## config.mk

```make
export PLATFORM = sky130hd
export DESIGN_NAME = alu_mdu_pipe
export DESIGN_NICKNAME = d
export VERILOG_FILES = /design/src/rtl/alu_mdu_pipe.sv
export SDC_FILE = /design/constraint.sdc
export NUM_CORES = 1
export LEC_CHECK = 0
export CAP_MARGIN = 20
export CORE_ASPECT_RATIO = 0.75
export CORE_MARGIN = 5
export CORE_UTILIZATION = 40
export CTS_BUF_LIST = sky130_fd_sc_hd__clkbuf_8 sky130_fd_sc_hd__clkbuf_16
export DETAILED_ROUTE_END_ITERATION = 8
export GPL_TIMING_DRIVEN = 1
export RECOVER_POWER = 25
export SYNTH_ARGS = -nofsm -noshare
export SYNTH_HDL_FRONTEND = slang
export SYNTH_SLANG_ARGS = --single-unit
```

## constraint.sdc

```tcl
create_clock -name clk -period 4.1 [get_ports clk]
set_input_delay 0.82 -clock clk [delete_from_list [all_inputs] [get_ports clk]]
set_output_delay 0.82 -clock clk [all_outputs]
set_load 0.1 [all_outputs]
```

## src/rtl/alu_mdu_pipe.sv

```systemverilog
// EX-stage ALU with valid/ready handshake plus an iterative multu/divu unit writing HI/LO.
// Latency: ALU/branch/jump/mfhi/mflo results 1 cycle; multu/divu occupy XLEN+1 cycles, no result beat.
// Backpressure: one-deep output register; in_ready drops while MDU active or result held unconsumed.
//
// Ports: clk, rst_n (async active-low); in_valid/in_ready request handshake;
//   opcode, funct, shamt, src, targ, imm, pc request fields;
//   out_valid/out_ready result handshake; result, br_taken, illegal result fields;
//   busy (MDU iterating); ovf (signed add/sub/addi overflow, only with ALU_OVF_EN).
// Build option: define ALU_OVF_EN to add the ovf output port.
module alu_mdu_pipe #(
    parameter int XLEN = 32,
    parameter int SHW  = 5
) (
    input  logic            clk,
    input  logic            rst_n,
    input  logic            in_valid,
    output logic            in_ready,
    input  logic [5:0]      opcode,
    input  logic [5:0]      funct,
    input  logic [SHW-1:0]  shamt,
    input  logic [XLEN-1:0] src,
    input  logic [XLEN-1:0] targ,
    input  logic [XLEN-1:0] imm,
    input  logic [XLEN-1:0] pc,
    output logic            out_valid,
    input  logic            out_ready,
    output logic [XLEN-1:0] result,
    output logic            br_taken,
    output logic            illegal,
    output logic            busy
`ifdef ALU_OVF_EN
    ,
    output logic            ovf
`endif
);

    typedef enum logic [1:0] {
        S_IDLE = 2'd0,
        S_ITER = 2'd1,
        S_DONE = 2'd2
    } state_t;

    state_t          state;
    state_t          state_nxt;
    logic [XLEN-1:0] hi;
    logic [XLEN-1:0] lo;
    logic [XLEN-1:0] w_hi;      // mult: running upper product / div: partial remainder
    logic [XLEN-1:0] w_lo;      // mult: multiplier shifting out / div: dividend in, quotient out
    logic [XLEN-1:0] op_b;      // mult: multiplicand / div: divisor
    logic            md_div;
    logic [SHW-1:0]  cnt;

    logic            accept;
    logic            start_mul;
    logic            start_div;
    logic [XLEN-1:0] alu_res;
    logic            alu_br;
    logic            alu_ill;
    logic [XLEN-1:0] add_res;
    logic [XLEN-1:0] sub_res;
    logic [XLEN-1:0] addi_res;
    logic [XLEN:0]   mul_sum;
    logic [XLEN:0]   div_sh;
    logic [XLEN:0]   div_sub;
    logic [XLEN-1:0] step_hi;
    logic [XLEN-1:0] step_lo;
`ifdef ALU_OVF_EN
    logic            alu_ovf;
`endif

    assign in_ready = (state == S_IDLE) && (!out_valid || out_ready);
    assign accept   = in_valid && in_ready;
    assign busy     = (state == S_ITER);

    assign add_res  = src + targ;
    assign sub_res  = src - targ;
    assign addi_res = src + imm;

    // Instruction decode and single-cycle datapath
    always_comb begin
        alu_res   = '0;
        alu_br    = 1'b0;
        alu_ill   = 1'b0;
        start_mul = 1'b0;
        start_div = 1'b0;
`ifdef ALU_OVF_EN
        alu_ovf   = 1'b0;
`endif
        case (opcode)
            6'b000000: begin
                case (funct)
                    6'b100000: begin
                        alu_res = add_res;
`ifdef ALU_OVF_EN
                        alu_ovf = (src[XLEN-1] == targ[XLEN-1]) && (add_res[XLEN-1] != src[XLEN-1]);
`endif
                    end
                    6'b100010: begin
                        alu_res = sub_res;
`ifdef ALU_OVF_EN
                        alu_ovf = (src[XLEN-1] != targ[XLEN-1]) && (sub_res[XLEN-1] != src[XLEN-1]);
`endif
                    end
                    6'b100100: alu_res = src & targ;
                    6'b100101: alu_res = src | targ;
                    6'b100110: alu_res = src ^ targ;
                    6'b101010: alu_res = {{(XLEN-1){1'b0}}, ($signed(src) < $signed(targ))};
                    6'b101011: alu_res = {{(XLEN-1){1'b0}}, (src < targ)};
                    6'b000000: alu_res = targ << shamt;
                    6'b000010: alu_res = targ >> shamt;
                    6'b000011: alu_res = $signed(targ) >>> shamt;
                    6'b010000: alu_res = hi;
                    6'b010010: alu_res = lo;
                    6'b011001: start_mul = 1'b1;
                    6'b011011: start_div = 1'b1;
                    default:   alu_ill = 1'b1;
                endcase
            end
            6'b001000: begin
                alu_res = addi_res;
`ifdef ALU_OVF_EN
                alu_ovf = (src[XLEN-1] == imm[XLEN-1]) && (addi_res[XLEN-1] != src[XLEN-1]);
`endif
            end
            6'b100011: alu_res = addi_res;
            6'b101011: alu_res = addi_res;
            6'b001100: alu_res = src & imm;
            6'b000010: alu_res = imm << 2;
            6'b000100: begin
                alu_res = pc + (imm << 2);
                alu_br  = (src == targ);
            end
            6'b000101: begin
                alu_res = pc + (imm << 2);
                alu_br  = (src != targ);
            end
            default: alu_ill = 1'b1;
        endcase
    end

    // One MDU iteration: shift-add multiply (product shifts right through w_hi:w_lo)
    // or restoring divide (remainder/quotient shift left). A zero divisor always
    // "succeeds", which naturally yields quotient all-ones and remainder = dividend.
    always_comb begin
        mul_sum = {1'b0, w_hi} + (w_lo[0] ? {1'b0, op_b} : {(XLEN+1){1'b0}});
        div_sh  = {w_hi, w_lo[XLEN-1]};
        div_sub = div_sh - {1'b0, op_b};
        step_hi = mul_sum[XLEN:1];
        step_lo = {mul_sum[0], w_lo[XLEN-1:1]};
        if (md_div) begin
            if (!div_sub[XLEN]) begin
                step_hi = div_sub[XLEN-1:0];
                step_lo = {w_lo[XLEN-2:0], 1'b1};
            end else begin
                step_hi = div_sh[XLEN-1:0];
                step_lo = {w_lo[XLEN-2:0], 1'b0};
            end
        end
    end

    always_comb begin
        state_nxt = state;
        case (state)
            S_IDLE: if (accept && (start_mul || start_div)) state_nxt = S_ITER;
            S_ITER: if (cnt == SHW'(XLEN-1)) state_nxt = S_DONE;
            S_DONE: state_nxt = S_IDLE;
            default: state_nxt = S_IDLE;
        endcase
    end

    always_ff @(posedge clk or negedge rst_n) begin
        if (!rst_n) begin
            state  <= S_IDLE;
            hi     <= '0;
            lo     <= '0;
            w_hi   <= '0;
            w_lo   <= '0;
            op_b   <= '0;
            md_div <= 1'b0;
            cnt    <= '0;
        end else begin
            state <= state_nxt;
            case (state)
                S_IDLE: begin
                    if (accept && (start_mul || start_div)) begin
                        w_hi   <= '0;
                        w_lo   <= start_div ? src : targ;
                        op_b   <= start_div ? targ : src;
                        md_div <= start_div;
                        cnt    <= '0;
                    end
                end
                S_ITER: begin
                    w_hi <= step_hi;
                    w_lo <= step_lo;
                    cnt  <= cnt + 1'b1;
                end
                S_DONE: begin
                    hi <= w_hi;
                    lo <= w_lo;
                end
                default: ;
            endcase
        end
    end

    // Result register: loads on any non-MDU accept, otherwise holds until consumed
    always_ff @(posedge clk or negedge rst_n) begin
        if (!rst_n) begin
            out_valid <= 1'b0;
            result    <= '0;
            br_taken  <= 1'b0;
            illegal   <= 1'b0;
`ifdef ALU_OVF_EN
            ovf       <= 1'b0;
`endif
        end else if (accept && !(start_mul || start_div)) begin
            out_valid <= 1'b1;
            result    <= alu_res;
            br_taken  <= alu_br;
            illegal   <= alu_ill;
`ifdef ALU_OVF_EN
            ovf       <= alu_ovf;
`endif
        end else if (out_ready) begin
            out_valid <= 1'b0;
        end
    end

endmodule

```

==> qor.csv <==
stage;metric;value;unit
outcome;result of the run;complete, but fails checks;
outcome;failing checks;capacitance limit, slew limit;
synthesis;count of flip-flops with a built-in enable after synthesis;0;
cts;later-pin clock latency in the skew report;0.58;ns
critical_path;arrival time of the worst setup path;4.44;ns
hold_path;worst hold path class;flip-flop to flip-flop;
synthesis;count of synthesis-stage warnings from yosys;0;
critical_path;number of cell instances on the worst register-to-register path;15;
cells_and_area;count of non-filler cells in the finished layout;4735;
synthesis;Commonest cells post-synth;sky130_fd_sc_hd__nand2_1, sky130_fd_sc_hd__o21ai_0, sky130_fd_sc_hd__a21oi_1;
global_routing;number of antenna violations at the first check in global routing;6;
cts;clock root buffer master;sky130_fd_sc_hd__clkbuf_16;
route;first drt pass iteration count;8;
global_routing;total grt overflow;0;
global_routing;global-route total usage across every layer;0.3253;
power_and_ir_drop;Int Power;5494;µW
timing;Slew Viols, Final;65;
synthesis;most used standard cell by instance count after synthesis;sky130_fd_sc_hd__nand2_1;
synthesis;portion of synthesized cell area occupied by the leading cell type;0.1934;
synthesis;async set-or-reset flop fraction in the synthesized netlist;1.000;
critical_path;worst reg2reg path endpoint;w_hi[6]$_DFFE_PN0P_;
synthesis;ys flop type;sky130_fd_sc_hd__dfrtp_1;
synthesis;number of different library cells in the post-synthesis netlist;92;
route;final routed DRC violation total;0;
cts;TritonCTS clock tree;yes;
critical_path;critical path endpoint category;flip-flop;
power_and_ir_drop;standby leakage power;0.01445;µW
route;DR iter-0 viols;3841;
synthesis;top cell type by total area after synthesis;sky130_fd_sc_hd__dfrtp_1;
cells_and_area;net total in the final layout;4224;
cells_and_area;Layout Area Growth over Synthesis;27.80;%
placement;half-perimeter wire length after placement;98940;µm
cts;Sinks on Clock Net;203;
cts;largest buffer count on any clock path;3;
critical_path;setup slack on the worst flop-to-flop path;0.27;ns
die;Placeable Area;65170;µm²
die;Die ar.;70940;µm²
cts;CTS H-tree lvls;1;
power_and_ir_drop;combinational cell fraction of total power;0.478;
placement;placer's final routability congestion estimate;1.045;
timing;Hold Violations, Final;0;
timing;total of endpoints with negative setup slack in the final report;0;
global_routing;number of global-route vias before repair;27144;
synthesis;#FFs+latches synth;203;
run;number of violations of the max-capacitance limit;1;
timing;clock period minus worst slack;3.959;ns
hold_path;hold path cells;2;
die;number of top-level pins;186;
global_routing;pin count of the biggest net entering global routing;77;
die;Rows;81;
power_and_ir_drop;switching part of the total;0.4090;
timing;Worst Tran Pin Value;1.882;ns
critical_path;maximum fanout along the worst path;5;
power_and_ir_drop;Clock Power Share;0.265;
cts;clock-pin transition on the worst setup and hold timing paths;0.08;ns
global_routing;first-pass GRT wire length;178700;µm
die;die outline width;305.9;µm
route;total wirelength of the detailed-routed design;121000;µm
route;residual antenna-violating net count after detailed routing;0;
critical_path;type of element launching the critical path;input pin;
route;overall via count from detail_route;29179;
power_and_ir_drop;pwr dens;276.9;nW/µm²
timing;Fmax achieved;252.6;MHz
synthesis;synth top area cells;sky130_fd_sc_hd__dfrtp_1, sky130_fd_sc_hd__ha_1, sky130_fd_sc_hd__mux2i_1;
timing;clock skew;0.03159;ns
route;WL/cell;25.54;µm
synthesis;Seq/Total Area, Yosys;0.1934;
synthesis;cell area after synthesis;26260;µm²
timing;fin crit share;0.9656;
placement;cell total after placement;4689;
timing;worst hold slack;0.4762;ns
power_and_ir_drop;switching power total;3801;µW
die;Starting Density;0.4030;
hold_path;Endpoint, Worst Hold;result[3]$_DFFE_PN0P_;
placement;port bufs;185;
route;ratio of routed vias to standard cells;6.162;
critical_path;required time of the worst setup path;4.59;ns
synthesis;Mean Syn Cell Area;7.875;µm²
cells_and_area;proportion of layout cells with a drive suffix above 1;0.2007;
critical_path;Critical Setup Path Class;input pin to flip-flop;
power_and_ir_drop;part of the power in registers;0.257;
cells_and_area;final core occ;0.5151;
power_and_ir_drop;Worst VDD drop;0.3758;mV
die;height of the die;231.9;µm
timing;tightest slew margin relative to the limit;-0.2547;
hold_path;startpoint of the tightest hold check path;result[3]$_DFFE_PN0P_;
cts;CTS Buf Count;24;
synthesis;Syn Inst Count;3335;
timing;unrepaired setup endpoints after global routing;false;
synthesis;post-synth net total;3715;
critical_path;r2r startpoint;w_lo[31]$_DFFE_PN0P_;
## power by group through the flow
stage | registers, µW | clock network, µW | logic (µW)
floorplan | 2520 | 0 | 2440
global placement | 2420 | 0 | 4300
detailed placement | 2420 | 0 | 4300
CTS | 2390 | 2500 | 4330
global route | 2410 | 2590 | 4780
finish | 2390 | 2460 | 4440
## critical path, stage by stage
cell and delay [ns]:
sky130_fd_sc_hd__clkdlybuf4s50_1 0.50, sky130_fd_sc_hd__inv_1 0.07, sky130_fd_sc_hd__ha_1 0.39, sky130_fd_sc_hd__nor3b_1 0.11, sky130_fd_sc_hd__nor4_1 0.48, sky130_fd_sc_hd__a2111oi_2 0.15, sky130_fd_sc_hd__buf_4 0.19, sky130_fd_sc_hd__o21bai_1 0.32
sky130_fd_sc_hd__a31oi_1 0.15, sky130_fd_sc_hd__buf_4 0.18, sky130_fd_sc_hd__o2111ai_1 0.27, sky130_fd_sc_hd__mux2_2 0.37, sky130_fd_sc_hd__a21oi_1 0.15, sky130_fd_sc_hd__o211ai_1 0.09, sky130_fd_sc_hd__a31o_2 0.22
## area by class of cell
type | count | area, µm²
Antenna cell | 3 | 7.507
Clock buffer | 30 | 694.4
Clock inverter | 13 | 183.9
Fill cell | 6427 | 31600
Inverter | 158 | 593.1
Multi-Input combinational cell | 2734 | 19740
Sequential cell | 203 | 5081
Tap cell | 871 | 1090
Timing Repair Buffer | 723 | 6171
## how the worst max path moves through the flow
stage	from	endpoint	cells past startpoint
CTS	src[0]	result[22]$_DFFE_PN0P_	16
global placement	targ[5]	result[31]$_DFFE_PN0P_	15
floorplan	out_valid$_DFFE_PN0P_	result[28]$_DFFE_PN0P_	9
detailed placement	src[0]	result[22]$_DFFE_PN0P_	16
global route	targ[5]	result[26]$_DFFE_PN0P_	16
finish	targ[5]	result[31]$_DFFE_PN0P_	15
## cell usage in the layout (no fill, tap or decap), types with 154 or more instances in the layout
| master | n |
|---|---|
| sky130_fd_sc_hd__buf_4 | 518 |
| sky130_fd_sc_hd__nand2_1 | 340 |
| sky130_fd_sc_hd__o21ai_0 | 271 |
| sky130_fd_sc_hd__a21oi_1 | 267 |
| sky130_fd_sc_hd__ha_1 | 225 |
| sky130_fd_sc_hd__dfrtp_1 | 202 |
| sky130_fd_sc_hd__nor2_1 | 195 |
| sky130_fd_sc_hd__mux2i_1 | 186 |
| sky130_fd_sc_hd__clkdlybuf4s50_1 | 176 |
| sky130_fd_sc_hd__inv_1 | 154 |
## per-stage QoR
stage,setup WS (ns),total power [µW],instance area [µm²],setup TNS (ns)
final,0.1410,9295,33560,0
after CTS,0.1208,9219,33540,0
after global routing,0.009130,9778,33560,0
after detailed placement,-0.4615,6719,32660,-4.209
after global placement,-0.4214,6719,32660,-3.855
after floorplan,0.1378,4957,26270,0
## metal layers
| metal | up-vias | share of wire | GRT usage | routed length [µm] |
|---|---|---|---|---|
| li1 | 13531 | - | - | - |
| met1 | 14036 | 0.47 | 0.4976 | 56820 |
| met2 | 1430 | 0.40 | 0.4571 | 48120 |
| met3 | 174 | 0.10 | 0.07641 | 12180 |
| met4 | 8 | 0.030 | 0.07928 | 3674 |
| met5 | - | 0.0014 | 0.003420 | 164 |
## what timing repair did
item                       in CTS  in global routing
hold buffers                    0                  0
setup endpoints to repair       0                  6
gates resized for setup         0                 10
buffers inserted                0                  0
## state kept, by name, summed over array words and instances, names as in the netlist
signal	cells
result	32
illegal	1
hi	32
out_valid	1
cnt	5
op_b	32
w_hi	32
w_lo	32
lo	32
br_taken	1
state	2
md_div	1
## cell families after synthesis
kind of cell	count (synthesis)	synth area share
simple gates	887	0.1570
flops	203	0.1934
compound gates	1191	0.2997
mux	310	0.1403
buf+inv	398	0.05912
fa+ha+maj	231	0.1118
xor+xnor	115	0.03864
No activity file was read; power rests on OpenSTA's default activity.
